$ cat src/rtl/sqrt_result_packer.sv
// rtl/sqrt_result_packer.sv - binary16 encoder, final-capture FSM and 2-deep output FIFO for sqrt results
// Optional feature macro: SQRT_PARTIALS_EN (push partial step words with out_last=0)
module sqrt_result_packer #(
  parameter int          DROP_CNT_W = 8,
  parameter logic [15:0] NAN_CODE   = 16'hFE00
) (
  input  logic                  clk,
  input  logic                  rst_n,
  input  logic                  enable,
  input  logic                  it_valid,
  input  logic                  result,
  input  logic                  sign_in,
  input  logic [6:0]            exp_in,
  input  logic [10:0]           mant_in,
  input  logic                  is_nan_in,
  input  logic                  is_pinf_in,
  input  logic                  is_ninf_in,
  output logic                  out_valid,
  input  logic                  out_ready,
  output logic [15:0]           out_data,
  output logic                  out_last,
  output logic [DROP_CNT_W-1:0] drop_cnt
);

  typedef enum logic [1:0] {IDLE, PENDING, DONE} state_t;

  localparam logic [6:0] EXP_MIN = 7'h71;  // -15 in 7-bit two's complement
  localparam logic [6:0] EXP_MAX = 7'd16;
  localparam logic [DROP_CNT_W-1:0] DROP_ONE = {{(DROP_CNT_W-1){1'b0}}, 1'b1};

  state_t                state_q;
  logic [DROP_CNT_W-1:0] drop_cnt_q;
  logic [15:0]           data_q [2];
  logic                  last_q [2];
  logic                  wr_ptr_q;
  logic                  rd_ptr_q;
  logic [1:0]            count_q;

  logic [15:0] enc_word;
  logic        pop;
  logic        final_req;
  logic        final_push;
  logic        partial_push;
  logic        push;

  // Encode the live unpacked result into a binary16 word; flags take priority over exponent cases
  always_comb begin
    enc_word = {sign_in, exp_in[4:0] + 5'd15, mant_in[9:0]};
    if (is_nan_in || is_ninf_in) begin
      enc_word = NAN_CODE;
    end else if (is_pinf_in) begin
      enc_word = 16'h7C00;
    end else if (exp_in == EXP_MIN) begin
      if (mant_in == 11'd0) enc_word = {sign_in, 15'h0000};
      else                  enc_word = {sign_in, 5'd0, mant_in[10:1]};
    end else if (exp_in == EXP_MAX) begin
      enc_word = {sign_in, 5'h1F, 10'h000};
    end
  end

  // Push/pop arbitration: a final may use the slot freed by a same-cycle pop,
  // partials only enter an empty FIFO so they can never starve a final
  always_comb begin
    pop        = (count_q != 2'd0) && out_ready;
    final_req  = enable && (((state_q == IDLE) && it_valid && result) || (state_q == PENDING));
    final_push = final_req && ((count_q != 2'd2) || pop);
`ifdef SQRT_PARTIALS_EN
    partial_push = enable && (state_q == IDLE) && it_valid && !result && (count_q == 2'd0);
`else
    partial_push = 1'b0;
`endif
    push = final_push || partial_push;
  end

  // Final-capture FSM: one word per operation, lost finals counted when aborted while pending
  always_ff @(posedge clk or negedge rst_n) begin
    if (!rst_n) begin
      state_q    <= IDLE;
      drop_cnt_q <= '0;
    end else if (!enable) begin
      state_q <= IDLE;
      if ((state_q == PENDING) && (drop_cnt_q != '1)) drop_cnt_q <= drop_cnt_q + DROP_ONE;
    end else begin
      case (state_q)
        IDLE:    if (it_valid && result) state_q <= final_push ? DONE : PENDING;
        PENDING: if (final_push) state_q <= DONE;
        DONE:    if (!result) state_q <= IDLE;
        default: state_q <= IDLE;
      endcase
    end
  end

  // Two-entry circular FIFO holding {data,last}; enable never flushes it
  always_ff @(posedge clk or negedge rst_n) begin
    if (!rst_n) begin
      for (int i = 0; i < 2; i++) begin
        data_q[i] <= 16'h0000;
        last_q[i] <= 1'b0;
      end
      wr_ptr_q <= 1'b0;
      rd_ptr_q <= 1'b0;
      count_q  <= 2'd0;
    end else begin
      if (push) begin
        data_q[wr_ptr_q] <= enc_word;
        last_q[wr_ptr_q] <= final_push;
        wr_ptr_q         <= ~wr_ptr_q;
      end
      if (pop) rd_ptr_q <= ~rd_ptr_q;
      case ({push, pop})
        2'b10:   count_q <= count_q + 2'd1;
        2'b01:   count_q <= count_q - 2'd1;
        default: count_q <= count_q;
      endcase
    end
  end

  assign out_valid = (count_q != 2'd0);
  assign out_data  = data_q[rd_ptr_q];
  assign out_last  = last_q[rd_ptr_q];
  assign drop_cnt  = drop_cnt_q;

endmodule

$ cat config.mk
export PLATFORM = sky130hd
export DESIGN_NAME = sqrt_result_packer
export DESIGN_NICKNAME = d
export VERILOG_FILES = /design/src/rtl/sqrt_result_packer.sv
export SDC_FILE = /design/constraint.sdc
export NUM_CORES = 1
export LEC_CHECK = 0
export BUFFER_PORTS_ARGS = -buffer_cell sky130_fd_sc_hd__buf_2
export CAP_MARGIN = 25
export CORE_MARGIN = 2
export CORE_UTILIZATION = 58
export DETAILED_ROUTE_END_ITERATION = 12
export PLACE_DENSITY = 0.84
export SLEW_MARGIN = 20
export SYNTH_ARGS = -nofsm -noshare
export SYNTH_HDL_FRONTEND = slang
export SYNTH_SLANG_ARGS = --single-unit
$ cat constraint.sdc
create_clock -name clk -period 3.7 [get_ports clk]
set_input_delay 0.37 -clock clk [delete_from_list [all_inputs] [get_ports clk]]
set_output_delay 0.37 -clock clk [all_outputs]
set_load 0.05 [all_outputs]
# Yosys cells after proc, flatten, opt, wreduce, memory -nomap -nowiden
# Index checks and enable logic that the tools add are counted.
[op_classes]
n_lt_le_gt_ge = 3
n_bitwise = 5
eq_ne = 11
reduce_logical = 17
addsub = 4
n_mux = 24
[op_table]
columns = ["cell", "n"]
rows = [
  ["$mux W16", 6],
  ["$bwmux W32", 1],
  ["$mux W15", 2],
  ["$demux W16 S1", 1],
  ["$logic_not A11 Y1", 1],
  ["$mux W10", 1],
  ["$mux W2", 5],
  ["$add A8 B1 Y8 const B", 1],
  ["$logic_and A1 B1 Y1", 8],
  ["$ne A8 B8 Y1 const B", 1],
  ["$eq A7 B5 Y1 const B", 1],
  ["$eq A7 B7 Y1 const B", 1],
  ["$ne A3 B3 Y1 const B", 2],
  ["$pmux W2 S3", 1],
  ["$add A5 B4 Y5 const B", 1],
  ["$eq A2 B1 Y1 const B", 2],
  ["$eq A2 B2 Y1 const B", 2],
  ["$ge A2 B2 Y1 const B", 2],
  ["$mux W1", 4],
  ["$not A1 Y2", 2],
  ["$pmux W2 S2", 1],
  ["$reduce_bool A2 Y1", 2],
  ["$logic_or A1 B1 Y1", 3],
  ["$ne A3 B2 Y1 const B", 1],
  ["10 further kinds", 12],
]
[totals]
register_bits = 48
elab_cells = 73

# Depth between registers and ports, before layout
[logic_depth]
ltp_word = 10
mapped_depth = 7

# Least setup slack after synthesis
# No wires, ideal clock.
[synth_timing]
kind = "reg2reg"
startpoint = "register drop_cnt_q[0], in the netlist drop_cnt[0]"
endpoint = "register drop_cnt_q[1], in the netlist drop_cnt[1]"
n_path_buf = 0
arrival_ps = 1793
slack_ps = 1782
stages_incl_launch_ff = 5
required_ps = 3575
period_less_slack_ps = 1918
cell_sequence = "dfrtp_1 ha_1 nand3_1 o21ai_1 mux2_2"
[synth_between]
elab_chain_cells = 3
elab_cells_between_ends = 4
[synth_rtl]
columns = ["element", "line_no", "source"]
rows = [
  ["from (decl)", "32", "logic [DROP_CNT_W-1:0] drop_cnt_q;"],
  ["from (signal assigned)", "82", "if ((state_q == PENDING) && (drop_cnt_q != '1)) drop_cnt_q <= drop_cnt_q + DROP_ONE;"],
  ["parallel branches: the longest is 3 deep, another holds $add A8 B1 Y8", "--", ""],
]
# Parallel ways; which one is timed is not known.
# A chain may end at the register's enable or synchronous reset.

# Worst setup path in the final report
[layout_timing]
startpoint = "register rd_ptr_q"
endpoint = "output out_data[14]"
[layout_between]
elab_chain_cells = 4
[layout_rtl]
columns = ["element", "line_no", "source"]
rows = [
  ["from (decl)", "36", "logic rd_ptr_q;"],
  ["from (signal assigned)", "109", "if (pop) rd_ptr_q <= ~rd_ptr_q;"],
  ["$not A1 Y2 (not written as such)", "119", "assign out_data = data_q[rd_ptr_q];"],
  ["$mux W16 (not written as such) (3 in a row)", "119", ""],
  ["to (decl)", "20", "output logic [15:0] out_data,"],
]
# Every way passes these cells. The select of a mux whose other input is x is not followed.

==> results by group <==
Clocking
  • Root Driver: clkbuf_8
  • Post-CTS Repair Setup Buffers: 0
  • PostCTS Resize Cnt: 0
  • H-tree levels: 2
  • Clock-pin slew on the worst setup and hold paths: 0.09 ns
  • Hold_buf cts: 0
  • CTS tree: built
  • Clk Latency, worst-skew pair: 0.30 ns
  • CTS Buffer Depth: 2
  • CTS Sinks: 48
  • CTS buffer count: 5

Floorplan
  • Initial cell density of the core: 60.6%
  • I/O Pins: 54
  • Die width: 68.6 um
  • Height of the die: 68.6 um
  • Die area: 4710 um^2
  • Row count: 23
  • Core area: 4000 um^2

Logic synthesis
  • Post-synth top cells: dfrtp_1, mux2_2, nand2_1
  • Synth top area share: 49.6%
  • Synthesized area per cell: 11.3 um^2
  • Count leader, synth: dfrtp_1
  • Area contributors post-synth: dfrtp_1, mux2_2, a22oi_1
  • Number of synthesized register bits: 48
  • Cell Area, Synth: 2420 um^2
  • Async SR Flop Fraction: 100%
  • Post-synth EDFFs: 0
  • Syn Inst Count: 214
  • Syn. warnings: 0
  • Post-synth top area cell: dfrtp_1
  • Netlist cell types: 43
  • Post-synthesis sequential area ratio: 49.6%
  • Synth Net Count: 246
  • Ys flop type: dfrtp_1

Setup path
  • CP max-delay cell: dfrtp_1
  • Critical Path Max Stage Delay: 0.90 ns
  • Worst-path fanout max: 18
  • CP Cell Sequence: mux2_2 > buf_2
  • Setup CP Type: reg2out
  • WP data required: 3.33 ns
  • Critical path capture point type: output port
  • CP startpoint kind: register
  • Arr. time, crit path: 1.84 ns

STA
  • Worst-margin pin slew: 0.837 ns
  • Fin. Hold Viols: 0
  • Slew HR: 44.2%
  • TNS Setup: 0 ns
  • Clock skew: 0.00758 ns
  • Final setup violation count: 0
  • Final Cycle Share: 59.6%
  • Final Slew Violations: 0
  • WHS: 0.0527 ns
  • Max frequency: 453 MHz
  • Min Tclk post-route: 2.21 ns
  • RSZ-0062 raised after global routing: no

Finish
  • Fraction of layout instances using a drive strength above 1: 36.9%
  • Final Cell Area: 2830 um^2
  • Diodes inserted: 0
  • Final Net Count: 299
  • Area Overhead vs Synth: 16.6%
  • Filler cell count: 314
  • Layout Cells excl Fill: 318

Placed design
  • Cell Area, Placed: 2700 um^2
  • Placed insts: 310
  • Hpwl dp: 3460 um
  • RePlAce Congestion: 0.963
  • Port Buffer Count: 53

Pwr
  • Power Dens Cells: 690 nW/um^2
  • Worst IR Drop VDD: 0.000392 V
  • Leak Pwr: 0.00129 uW

Drt
  • Drt wl/cell: 15.5 um
  • Routed Antenna Nets: 0
  • Via Count: 1818
  • Routed vias/inst: 5.72
  • Initial DRC Count: 115
  • DRT Wirelength: 4920 um
  • Post-route DRC: 0
  • DR pass1 iterations: 4

Global route
  • GRT Overall Usage: 23.0%
  • Remaining global-route overflow: 0
  • Largest net degree at the start of global routing: 49
  • Initial antenna violation count: 0
  • Vias in the first global route: 1697
  • First-pass GRT wire length: 7940 um

Run status
  • Status: complete, no violations

Min path
  • Hold Crit Class: in2async

Run
  • Max-Cap Viols: 0
path summary, 6_finish.rpt:
kind,depth (start not counted),to,from,slack (ns)
min,1,data_q[12],rst_n,0.05
min reg2reg,1,last_q[1],last_q[1],0.48
max reg2reg,4,data_q[30],state_q[1],1.76
max,2,out_data[14],rd_ptr_q,1.49
max in group asynchronous,1,data_q[5],rst_n,3.22
min in group clk,2,data_q[9],is_pinf_in,0.32
final cells by class:
cell class	instances	area, um^2	area share (%)
sequential	48	1200	42.5
multi-input combinational	152	1140	40.4
timing repair buffer	53	268	9.48
clock buffer	7	96.3	3.41
tap	50	62.6	2.21
clock inverter	1	30.0	1.06
inverter	7	26.3	0.930
logic make-up after synthesis:
logic type | share of synthesized area [%]
AO/OA/AOI/OAI | 16.3
XOR/XNOR | 3.61
buffers and inverters | 3.36
multiplexers | 11.0
flip-flops | 49.6
AND/OR/NAND/NOR | 14.0
adder cells (fa/ha/maj) | 2.07
placed cells by master (no fill, tap or decap), types with 2 or more instances in the layout:
master     instances
nor4_4             2
a31oi_1            2
a211oi_1           2
o22a_1             2
o21ai_0            5
ha_1               4
a21oi_1            7
nor4_1             2
a22oi_1           11
nor3b_2            2
nand2_2            3
o21ai_1           12
or2_2              4
mux2i_1            2
xnor2_1            3
o31ai_2            2
nand3_1            2
clkbuf_8           7
xor2_1             7
nor3b_1            2
o2bb2ai_1          9
mux2_2            22
buf_2             52
nor3_1             5
nor2_1            10
inv_1              7
nand2_1           17
dfrtp_1           48
critical path, delay by kind of cell (launching register included):
| family | cells | cell delay [ns] |
|---|---|---|
| mux | 1 | 0.42 |
| flops | 1 | 0.90 |
| buf+inv | 1 | 0.21 |
flip-flops by register name (all words and copies together), names as in the netlist:
signal,flops
drop_cnt,8
data_q,32
state_q,2
last_q,2
count_q,2
wr_ptr_q,1
rd_ptr_q,1
through the flow:
stage	setup WS (ns)	utilization, %	power [uW]
2_1_floorplan	1.78	-	1380
3_3_place_gp	1.68	67.4	1530
3_5_place_dp	1.60	67.4	1550
4_1_cts	1.47	70.6	1960
5_1_grt	1.38	70.6	2050
6_report	1.49	70.6	1950
power breakdown:
part | internal [uW] | switching, uW | total (uW)
logic | 261 | 493 | 754
clock network | 239 | 176 | 415
registers | 654 | 127 | 780
total | 1150 | 796 | 1950
routing by layer:
layer,vias to the layer above,GRT usage (%),share of wire (%)
met5,-,0,0
met4,0,5.25,0.59
met3,4,7.14,6.2
met2,58,36.8,49
met1,871,30.6,44
li1,885,-,-
Power figures use the tool's default switching activity.
